--- config.mk ---
export PLATFORM = sky130hd
export DESIGN_NAME = seq_queued
export DESIGN_NICKNAME = d
export VERILOG_FILES = /design/src/rtl/seq_pkg.sv /design/src/rtl/seq_fifo.sv /design/src/rtl/seq_queued.sv
export SDC_FILE = /design/constraint.sdc
export NUM_CORES = 1
export LEC_CHECK = 0
export ABC_AREA = 1
export CAP_MARGIN = 15
export CORE_UTILIZATION = 50
export DETAILED_ROUTE_END_ITERATION = 6
export HOLD_SLACK_MARGIN = 0.05
export MAX_ROUTING_LAYER = met4
export PLACE_DENSITY = 0.68
export SYNTH_ARGS = -nofsm -noshare
export SYNTH_HDL_FRONTEND = slang
export SYNTH_HIERARCHICAL = 1
export SYNTH_SLANG_ARGS = --single-unit
--- constraint.sdc ---
create_clock -name clk -period 10.6 [get_ports clk]
set_input_delay 1.06 -clock clk [delete_from_list [all_inputs] [get_ports clk]]
set_output_delay 1.06 -clock clk [all_outputs]
set_load 0.05 [all_outputs]
--- src/rtl/seq_pkg.sv ---
// Shared definitions for the queued calculator sequencer:
// opcodes, FSM state encoding and instruction field helpers.
package seq_pkg;

  localparam int SEQ_OP_PUSH = 0;
  localparam int SEQ_OP_ADD  = 1;
  localparam int SEQ_OP_MULT = 2;
  localparam int SEQ_OP_SEND = 3;

  typedef enum logic [1:0] {
    ST_IDLE  = 2'd0,
    ST_EXEC  = 2'd1,
    ST_GUARD = 2'd2
  } seq_state_e;

  function automatic logic [31:0] inst_field(
    input logic [31:0] inst,
    input int unsigned lsb,
    input int unsigned w
  );
    logic [31:0] mask;
    mask = (32'd1 << w) - 32'd1;
    return (inst >> lsb) & mask;
  endfunction

  function automatic logic [31:0] inst_op(
    input logic [31:0] inst,
    input int unsigned op_w,
    input int unsigned rn_w
  );
    return inst_field(inst, 3 * rn_w, op_w);
  endfunction

  function automatic logic [31:0] inst_ra(
    input logic [31:0] inst,
    input int unsigned rn_w
  );
    return inst_field(inst, 2 * rn_w, rn_w);
  endfunction

  function automatic logic [31:0] inst_rb(
    input logic [31:0] inst,
    input int unsigned rn_w
  );
    return inst_field(inst, rn_w, rn_w);
  endfunction

  function automatic logic [31:0] inst_rc(
    input logic [31:0] inst,
    input int unsigned rn_w
  );
    return inst_field(inst, 0, rn_w);
  endfunction

  function automatic logic [31:0] inst_imm(
    input logic [31:0] inst,
    input int unsigned rn_w
  );
    return inst_field(inst, 0, 2 * rn_w);
  endfunction

endpackage

--- src/rtl/seq_fifo.sv ---
// Instruction FIFO for the sequencer.
// Power-of-two depth, synchronous reset, show-ahead read.
module seq_fifo #(
  parameter int DEPTH = 4,
  parameter int WIDTH = 8
) (
  input  logic                     clk,
  input  logic                     rst,
  input  logic                     wr,
  input  logic [WIDTH-1:0]         wr_data,
  input  logic                     rd,
  output logic [WIDTH-1:0]         rd_data,
  output logic                     full,
  output logic                     empty,
  output logic [$clog2(DEPTH):0]   count
);

  localparam int AW = $clog2(DEPTH);
  localparam int CW = AW + 1;

  logic [WIDTH-1:0] mem [DEPTH];
  logic [AW-1:0]    wr_ptr;
  logic [AW-1:0]    rd_ptr;
  logic [CW-1:0]    cnt;
  logic             do_wr;
  logic             do_rd;

  assign full    = (cnt == CW'(DEPTH));
  assign empty   = (cnt == '0);
  assign count   = cnt;
  assign rd_data = mem[rd_ptr];
  assign do_wr   = wr & ~full;
  assign do_rd   = rd & ~empty;

  always_ff @(posedge clk) begin
    if (rst) begin
      wr_ptr <= '0;
      rd_ptr <= '0;
      cnt    <= '0;
    end else begin
      if (do_wr) begin
        mem[wr_ptr] <= wr_data;
        wr_ptr      <= wr_ptr + 1'b1;
      end
      if (do_rd) begin
        rd_ptr <= rd_ptr + 1'b1;
      end
      unique case ({do_wr, do_rd})
        2'b10:   cnt <= cnt + 1'b1;
        2'b01:   cnt <= cnt - 1'b1;
        default: ;
      endcase
    end
  end

endmodule

--- src/rtl/seq_queued.sv ---
// Queued calculator sequencer: FIFO-buffered push/add/mult/send
// against a small register file, feeding a UART transmitter.
module seq_queued
  import seq_pkg::*;
#(
  parameter int DP_WIDTH   = 8,
  parameter int RN_WIDTH   = 2,
  parameter int OP_WIDTH   = 2,
  parameter int FIFO_DEPTH = 4,
  parameter int TX_GUARD   = 1
) (
  input  logic                           clk,
  input  logic                           rst,
  input  logic [OP_WIDTH+3*RN_WIDTH-1:0] i_inst,
  input  logic                           i_inst_valid,
  output logic                           o_inst_ready,
  input  logic                           i_send_valid,
  input  logic [RN_WIDTH-1:0]            i_send_sel,
  output logic                           o_send_ready,
  output logic [DP_WIDTH-1:0]            o_tx_data,
  output logic                           o_tx_valid,
  input  logic                           i_tx_busy,
  output logic                           o_idle,
  output logic                           o_ovf
);

  localparam int IN_WIDTH = OP_WIDTH + 3 * RN_WIDTH;
  localparam int IM_WIDTH = 2 * RN_WIDTH;
  localparam int NREG     = 2 ** RN_WIDTH;
  localparam int CW       = $clog2(FIFO_DEPTH) + 1;
  localparam int GW       = (TX_GUARD > 1) ? $clog2(TX_GUARD) : 1;

  logic [IN_WIDTH-1:0]   head;
  logic                  full;
  logic                  empty;
  logic [CW-1:0]         count;
  logic                  push;
  logic                  pop;

  logic [OP_WIDTH-1:0]   op;
  logic [RN_WIDTH-1:0]   ra;
  logic [RN_WIDTH-1:0]   rb;
  logic [RN_WIDTH-1:0]   rc;
  logic [RN_WIDTH-1:0]   send_idx;
  logic [IM_WIDTH-1:0]   imm;

  logic [DP_WIDTH-1:0]   regs [NREG];
  logic [DP_WIDTH-1:0]   a;
  logic [DP_WIDTH-1:0]   b;
  logic [DP_WIDTH:0]     sum;
  logic [2*DP_WIDTH-1:0] prod;

  seq_state_e            state;
  logic [GW-1:0]         gcnt;
  logic                  active;
  logic                  is_send;
  logic                  alu_go;
  logic                  q_send;
  logic                  d_send;
  logic                  more;

  seq_fifo #(
    .DEPTH (FIFO_DEPTH),
    .WIDTH (IN_WIDTH)
  ) u_fifo (
    .clk     (clk),
    .rst     (rst),
    .wr      (push),
    .wr_data (i_inst),
    .rd      (pop),
    .rd_data (head),
    .full    (full),
    .empty   (empty),
    .count   (count)
  );

  assign op  = OP_WIDTH'(inst_op(32'(head), OP_WIDTH, RN_WIDTH));
  assign ra  = RN_WIDTH'(inst_ra(32'(head), RN_WIDTH));
  assign rb  = RN_WIDTH'(inst_rb(32'(head), RN_WIDTH));
  assign rc  = RN_WIDTH'(inst_rc(32'(head), RN_WIDTH));
  assign imm = IM_WIDTH'(inst_imm(32'(head), RN_WIDTH));

  assign o_inst_ready = ~full;
  assign push         = i_inst_valid & ~full;

  // IDLE executes a freshly queued head at once to keep the one-cycle latency
  assign active  = (state == ST_IDLE || state == ST_EXEC) & ~empty;
  assign is_send = (op == OP_WIDTH'(SEQ_OP_SEND));
  assign alu_go  = active & ~is_send;
  assign q_send  = active & is_send & ~i_tx_busy;

  assign o_send_ready = i_send_valid & (state == ST_IDLE) & empty
                      & ~i_tx_busy & ~i_inst_valid;
  assign d_send       = o_send_ready;

  assign pop      = alu_go | q_send;
  assign more     = (count + CW'(push) - CW'(pop)) != '0;
  assign send_idx = q_send ? ra : i_send_sel;
  assign o_idle   = (state == ST_IDLE) & empty;

  assign a    = regs[ra];
  assign b    = regs[rb];
  assign sum  = {1'b0, a} + {1'b0, b};
  assign prod = (2*DP_WIDTH)'(a) * (2*DP_WIDTH)'(b);

  always_ff @(posedge clk) begin
    if (rst) begin
      state      <= ST_IDLE;
      gcnt       <= '0;
      o_tx_valid <= 1'b0;
      o_tx_data  <= '0;
      o_ovf      <= 1'b0;
      for (int i = 0; i < NREG; i++) begin
        regs[i] <= '0;
      end
    end else begin
      o_tx_valid <= 1'b0;
      unique case (state)
        ST_IDLE, ST_EXEC: begin
          if (alu_go) begin
            unique case (1'b1)
              op == OP_WIDTH'(SEQ_OP_PUSH): begin
                regs[ra] <= DP_WIDTH'(imm);
              end
              op == OP_WIDTH'(SEQ_OP_ADD): begin
                regs[rc] <= sum[DP_WIDTH-1:0];
                if (sum[DP_WIDTH]) o_ovf <= 1'b1;
              end
              op == OP_WIDTH'(SEQ_OP_MULT): begin
                regs[rc] <= prod[DP_WIDTH-1:0];
                if (|prod[2*DP_WIDTH-1:DP_WIDTH]) o_ovf <= 1'b1;
              end
              default: ;
            endcase
            state <= more ? ST_EXEC : ST_IDLE;
          end else if (q_send || d_send) begin
            o_tx_data  <= regs[send_idx];
            o_tx_valid <= 1'b1;
            gcnt       <= '0;
            state      <= ST_GUARD;
          end else begin
            state <= empty ? ST_IDLE : ST_EXEC;
          end
        end
        ST_GUARD: begin
          // UART busy lags the strobe; ignore its low level meanwhile
          if (gcnt == GW'(TX_GUARD - 1)) begin
            state <= more ? ST_EXEC : ST_IDLE;
          end else begin
            gcnt <= gcnt + 1'b1;
          end
        end
        default: state <= ST_IDLE;
      endcase
    end
  end

endmodule

==> summary.txt, run 1 <==
Outcome
  – Status: completed

Global route
  – First-pass GRT wire length: about 26 mm
  – Tot GR Track Use: 23.2%
  – Largest net degree at the start of global routing: 27
  – Initial antenna violation count: 0
  – GRT overflow: 0
  – Vias in the first global route: 5,394

Critical path
  – Worst Path Required: 10.81 ns
  – Crit path DAT: 6.76 ns
  – Type of origin of the critical path: flip-flop
  – WS Path Type: flip-flop to flip-flop
  – Crit Path Max Fanout: 25
  – Crit path capture type: flip-flop

Placed design
  – DP HPWL: 12.6 mm
  – Post-Place Setup Slack: 4.05 ns
  – Port buffer count: 27
  – GP Congestion: 0.892

Run
  – Max-cap violation count: 0

Detailed routing
  – DR pass1 iterations: 5
  – Vias: 5,674
  – Vias per cell: roughly 5
  – DRC viols: 0
  – Routed Antenna Nets: 0
  – DRT Wirelength: about 15 mm
  – 1st-iter DRT viols: around 430
  – Routed len/inst: 13.9 µm

Finish
  – Share of cells above drive strength 1: ~5.6%
  – Core Util, Final: 56.2%
  – Final nets: 1,033
  – Diode count: 0
  – Syn-to-layout area delta: 9.88%

STA
  – Slew margin rel.: 27.3%
  – Slew @ Worst Pin: 1.09 ns
  – Crit path time final: 6.55 ns
  – Setup violations, final: 0
  – Setup TNS: 0 ns
  – Fmax: 0.153 GHz
  – Fin. Hold Viols: 0
  – Worst Slack Setup Final: 4.05 ns
  – RSZ-0062 raised after global routing: no
  – Clock skew: roughly 0.0087 ns
  – Final slew viol count: 0
  – Final worst-path cycle share: 61.8%

Clock network
  – Max Buffers Root-to-Sink: 2
  – Clock Latency Late Sink: 0.34 ns
  – Total CTS buffers: 9
  – Post CTS Setup Buffer Count: 0
  – CTS tree: built
  – Clk sink count: 85
  – # H-tree levels: 3
  – Clock slew at reported path FFs: 0.06 ns
  – Hold_buf cts: 0
  – Post-CTS resize count: 0
  – Clock root buffer master: clkbuf_16

Floorplanning
  – DIE AREA: 14,600 µm²
  – Num ports: 28
  – Die W: 121 µm
  – Initial core utilization: 51.1%
  – Core box area: 13,800 µm²
  – Die H: roughly 120 µm
  – Row count: 43

Synth
  – Synth Net Count: 1,009
  – YS warnings: 6
  – Mapped Area: 7070 µm²
  – Sequential element share of the synthesized area: about a third
  – Syn Inst Count: 904
  – Synth Flop Type: edfxtp_1
  – Asr flop ratio synth: 0%
  – Post-synth EDFFs: 64
  – Mapped Avg Cell Area: 7.82 µm²
  – Post-synth cell types: 45
  – FF+latch count, synth: between 80 and 90

Hold path
  – Hold_sp: o_ovf
  – HP Class: flip-flop to flip-flop
[cells in the final DEF, fill, tap and decap left out, drive strengths merged]
master,n
a21oi,33
nand3,28
o22ai,17
a31oi,1
o21bai,6
xnor2,4
nand4,6
clkinv,6
a211oi,1
edfxtp,64
a32oi,18
nand3b,2
buf,2
clkbuf,11
ha,51
nor3,1
nand2,184
or2,2
and3,1
nor4,1
a22o,1
clkinvlp,2
xor2,4
clkdlybuf4s50,27
o21a,1
inv,204
dfxtp,21
fa,39
nor2,141
o211ai,2
o21ai,52
[worst max-delay path: stages, from the launching register on]
cell and delay, ns:
dfxtp_1 0.66, o21ai_0 0.21, o22ai_2 0.79, clkinv_1 0.53, nand2_1 0.16, a32oi_1 0.21
ha_1 0.37, fa_1 0.54, inv_1 0.05, fa_1 0.46, fa_1 0.52, fa_1 0.55
inv_1 0.04, ha_1 0.36, nand2_1 0.10, nand2_1 0.07, nand2_1 0.06, nand2_1 0.06
inv_1 0.07, nand2_1 0.05, nand2_1 0.05, nand2_1 0.05, nor2_1 0.10, nand2_1 0.06
nor2_1 0.08, nand2_1 0.08, nand2_1 0.07, a21oi_1 0.06
[metrics by stage]
| stage | area [µm²] | std cells | hold slack, ns |
|---|---|---|---|
| 3_5_place_dp | 7490 | 1097 | 0.467 |
| 4_1_cts | 7770 | 1113 | 0.477 |
| 6_report | 7770 | 1113 | 0.473 |
| 5_1_grt | 7770 | 1113 | 0.488 |
| 2_1_floorplan | 7070 | 904 | 0.459 |
| 3_3_place_gp | 7490 | 1097 | 0.463 |
[synth_stat cells (4+ instances only)]
| cell type | instances | area (µm²) |
|---|---|---|
| a21oi_1 | 32 | 160 |
| a32oi_1 | 18 | 158 |
| buf_2 | 7 | 35.0 |
| dfxtp_1 | 21 | 420 |
| edfxtp_1 | 64 | 1920 |
| fa_1 | 39 | 781 |
| ha_1 | 51 | 638 |
| inv_1 | 196 | 736 |
| inv_2 | 6 | 22.5 |
| nand2_1 | 179 | 672 |
| nand2_2 | 4 | 25.0 |
| nand3_1 | 27 | 135 |
| nand4_1 | 6 | 37.5 |
| nor2_1 | 137 | 514 |
| o21ai_0 | 37 | 185 |
| o21ai_1 | 8 | 40.0 |
| o21ai_2 | 6 | 52.6 |
| o21bai_1 | 6 | 45.0 |
| o22ai_1 | 15 | 93.8 |
| xnor2_1 | 4 | 35.0 |
| xor2_1 | 4 | 35.0 |
[cell families after synthesis]
logic type / count (synthesis) / synth area share [%]
AO/OA/AOI/OAI: 132 / 12.0
XOR/XNOR: 8 / 0.991
flip-flops: 85 / 33.1
AND/OR/NAND/NOR: 366 / 21.3
buffers and inverters: 223 / 12.5
adder cells (fa/ha/maj): 90 / 20.1
[final timing paths]
kind,end,slack (ns),cells after the start
worst min register to register,o_ovf,0.47,2
worst max-delay path,o_ovf,4.05,27
worst min-delay path,o_ovf,0.47,2
worst max register to register,o_ovf,4.05,27
[sequential cells by signal, indices dropped and copies added (netlist names), named ones only]
signal,cells
o_tx_data,8
regs,32
u_fifo/mem,32
u_fifo/count,3
state,2
u_fifo/rd_ptr,2
u_fifo/wr_ptr,2
o_ovf,1
o_tx_valid,1
[per-layer routing]
layer / up-vias / global-route usage, % / part of all wire, %
li1: 2907 / - / -
met1: 2649 / 30.3 / 48
met2: 104 / 38.3 / 48
met3: 14 / 2.77 / 3.0
met4: 0 / 6.33 / 1.4
met5: - / - / 0
[layout make-up]
cell class,count,area (µm²)
clock buffer,11,243
clock inverter,5,35.0
fill,1330,6060
inverter,207,781
multi-input combinational,596,3860
sequential,85,2340
tap,180,225
timing repair buffer,29,285
Power of run 1 is not shown: default switching activity piles up to over one toggle a cycle in this logic, so the estimate is an artifact.
==> run 2: changes to the inputs <==
- PLACE_DENSITY: 0.68 -> 0.7
- clock period: 10.6 -> 5.6 ns (I/O delays scaled with it)
==> run 2 against run 1 <==
Net effect:
- cell area grew 5.5%
- critical path depth shrank 1
- clock skew shrank 0.0033 ns
- fmax grew 24%
- via count grew 3.1%
- first-iteration DRC count grew 15%
- worst setup slack lost 3.7 ns
- count of clock-buffer cells in the layout grew 4
- global-route usage grew 0.57 points
- non-clock buffer count grew 21
- worst hold slack lost 0.0026 ns
- flip-flop and latch count is the same
==> summary.txt, run 2 (synthesis results as in run 1) <==
Finish
  – Syn-to-layout area delta: 15.9%
  – Finished layout cell area: 8200 µm² (+5.5%)
  – Core Util, Final: 59.3% (+3.1 points)
  – Diode count: 0 (unchanged)
  – Top flop regs: regs (32), u_fifo/mem (32), o_tx_data (8)
  – Share of cells above drive strength 1: 10.4% (+4.8 points)
  – Commonest non-fill, non-tap cell in the layout: inv_1
  – Most frequent cells in the layout: inv_1, nand2_1, nor2_1, edfxtp_1, ha_1
  – Multi-input gate area: 4030 µm² (+4.4%)
  – Fillers: 1,186 (-11%)
  – Register Area: 2340 µm² (+0.11%)
  – Final nets: 1,054 (+2.0%)

Hold path
  – Hold depth: 2 (unchanged)
  – Hold_sp: o_ovf
  – Hold path endpoint: o_ovf
  – HP Class: flip-flop to flip-flop

Placed design
  – DP HPWL: 12.8 mm (+1.8%)
  – Post-Place Setup Slack: 0.0775 ns (-3.98 ns)
  – GP Congestion: 0.893 (+0.11%)
  – Port buffer count: 27 (unchanged)
  – Placed cell areas: 7640 µm² (+2.1%)

Critical path
  – Type of origin of the critical path: flip-flop
  – Crit Path Max Fanout: 25 (unchanged)
  – Buf/Inv on CP: 5 (+1)
  – Worst path slowest cell: fa_1
  – WS Path Type: flip-flop to flip-flop
  – Top cell by count, worst path: nand2_1
  – Reg2reg end: o_ovf
  – Crit path DAT: 5.50 ns (-1.26 ns)
  – Register-to-Register Path Depth: 26 (-3.7%)
  – Register-to-Register Setup Slack: 0.31 ns (-3.74 ns)
  – CP top delay family: adder cells
  – Worst Path Required: 5.81 ns (-5.00 ns)
  – Crit path capture type: flip-flop
  – Max incr delay on CP: 0.57 ns (-0.22 ns)

Global route
  – Initial antenna violation count: 0 (unchanged)
  – Vias in the first global route: 5,477 (+1.5%)
  – Tot GR Track Use: 23.8% (+0.57 points)
  – First-pass GRT wire length: 26.2 mm (+2.2%)
  – GRT overflow: 0 (unchanged)
  – Largest net degree at the start of global routing: 27 (unchanged)

Clock network
  – Hold_buf cts: 0 (unchanged)
  – Total CTS buffers: 9 (unchanged)
  – Clock Latency Late Sink: 0.34 ns (about the same)
  – Clock root buffer master: clkbuf_16
  – Max Buffers Root-to-Sink: 2 (unchanged)
  – # H-tree levels: 3 (unchanged)
  – Clock slew at reported path FFs: 0.06 ns (about the same)
  – Clk sink count: 85 (unchanged)
  – CTS tree: built

STA
  – Fin. Hold Viols: 0 (unchanged)
  – Slew @ Worst Pin: 0.878 ns (-0.213 ns)
  – Fmax: 0.189 GHz (+24%)
  – Final slew viol count: 0 (unchanged)
  – Final worst-path cycle share: 94.5% (+33 points)
  – Worst Slack Setup Final: 0.307 ns (-3.74 ns)
  – Setup violations, final: 0 (unchanged)
  – Clock skew: 0.00540 ns (-0.00330 ns)
  – Crit path time final: 5.29 ns (-1.26 ns)
  – Slew margin rel.: 41.2% (+14 points)

Floorplanning
  – Initial core utilization: 51.1% (unchanged)
  – Die W: 121 µm (unchanged)
  – DIE AREA: 14,600 µm² (unchanged)
  – Core box area: 13,800 µm² (unchanged)
  – Row count: 43 (unchanged)
  – Die H: 121 µm (unchanged)
  – Num ports: 28 (unchanged)

Detailed routing
  – Vias: 5,848 (+3.1%)
  – Vias per cell: 5.16 (+1.2%)
  – DR pass1 iterations: 5 (unchanged)
  – 1st-iter DRT viols: 496 (+15%)
  – Routed len/inst: 14.4 µm (+4.1%)
  – Routed Antenna Nets: 0 (unchanged)
  – DRC viols: 0 (unchanged)
  – DRT Wirelength: 16.4 mm (+6.1%)

Run
  – Max-cap violation count: 0 (unchanged)

Outcome
  – Status: completed
## run 2: final cells by class
class | instances | area share, %
Timing Repair Buffer | 50 | 6.02
Clock buffer | 15 | 3.77
Inverter | 207 | 9.63
Tap cell | 180 | 2.75
Multi-Input combinational cell | 596 | 49.1
Clock inverter | 1 | 0.107
Sequential cell | 85 | 28.6
## run 2: how the worst max path moves through the flow
| stage | slack (ns) | depth (start not counted) | from | endpoint |
|---|---|---|---|---|
| final | 0.31 | 26 | flip-flop | o_ovf |
| after global routing | -0.03 | 29 | flip-flop | o_ovf |
| after CTS | 0.07 | 23 | flip-flop | o_ovf |
| after detailed placement | 0.08 | 23 | flip-flop | o_ovf |
| after global placement | 0.1 | 23 | flip-flop | o_ovf |
| after floorplan | 0.51 | 29 | flip-flop | o_ovf |
## run 2: per-layer routing
layer	share of wire, %	global-route usage, %
met1	45	30.4
met3	4.4	3.34
met2	49	39.5
met5	0	-
met4	1.6	6.87
## run 2: worst register-to-register path: stages, from the launching register on
cell,delay [ns]
dfxtp_2,0.34
buf_4,0.14
o21ai_0,0.15
o22ai_1,0.10
bufbuf_16,0.29
clkinvlp_4,0.16
nand2_1,0.07
a32oi_2,0.21
buf_4,0.19
nand2_1,0.09
fa_1,0.57
fa_1,0.46
fa_1,0.55
inv_1,0.05
fa_1,0.43
ha_2,0.40
nand2_1,0.11
nor2_1,0.16
nand3_1,0.12
nand3_1,0.10
nand2_1,0.05
nand2_1,0.07
nand3_1,0.07
nor2_1,0.10
nand2_1,0.08
nand2_1,0.06
a21oi_1,0.05
## run 2: metrics by stage
step | instances | hold slack (ns) | setup TNS (ns)
after detailed placement | 1115 | 0.469 | 0
after global routing | 1134 | 0.513 | -0.0308
final | 1134 | 0.470 | 0
after global placement | 1115 | 0.472 | 0
after floorplan | 904 | 0.459 | 0
after CTS | 1131 | 0.478 | 0
## run 2: timing repair
action / in CTS / in global routing
buffers inserted: 0 / 3
setup endpoints to repair: 0 / 9
gates resized for setup: 0 / 34
Power of run 2 is left out for the same reason.
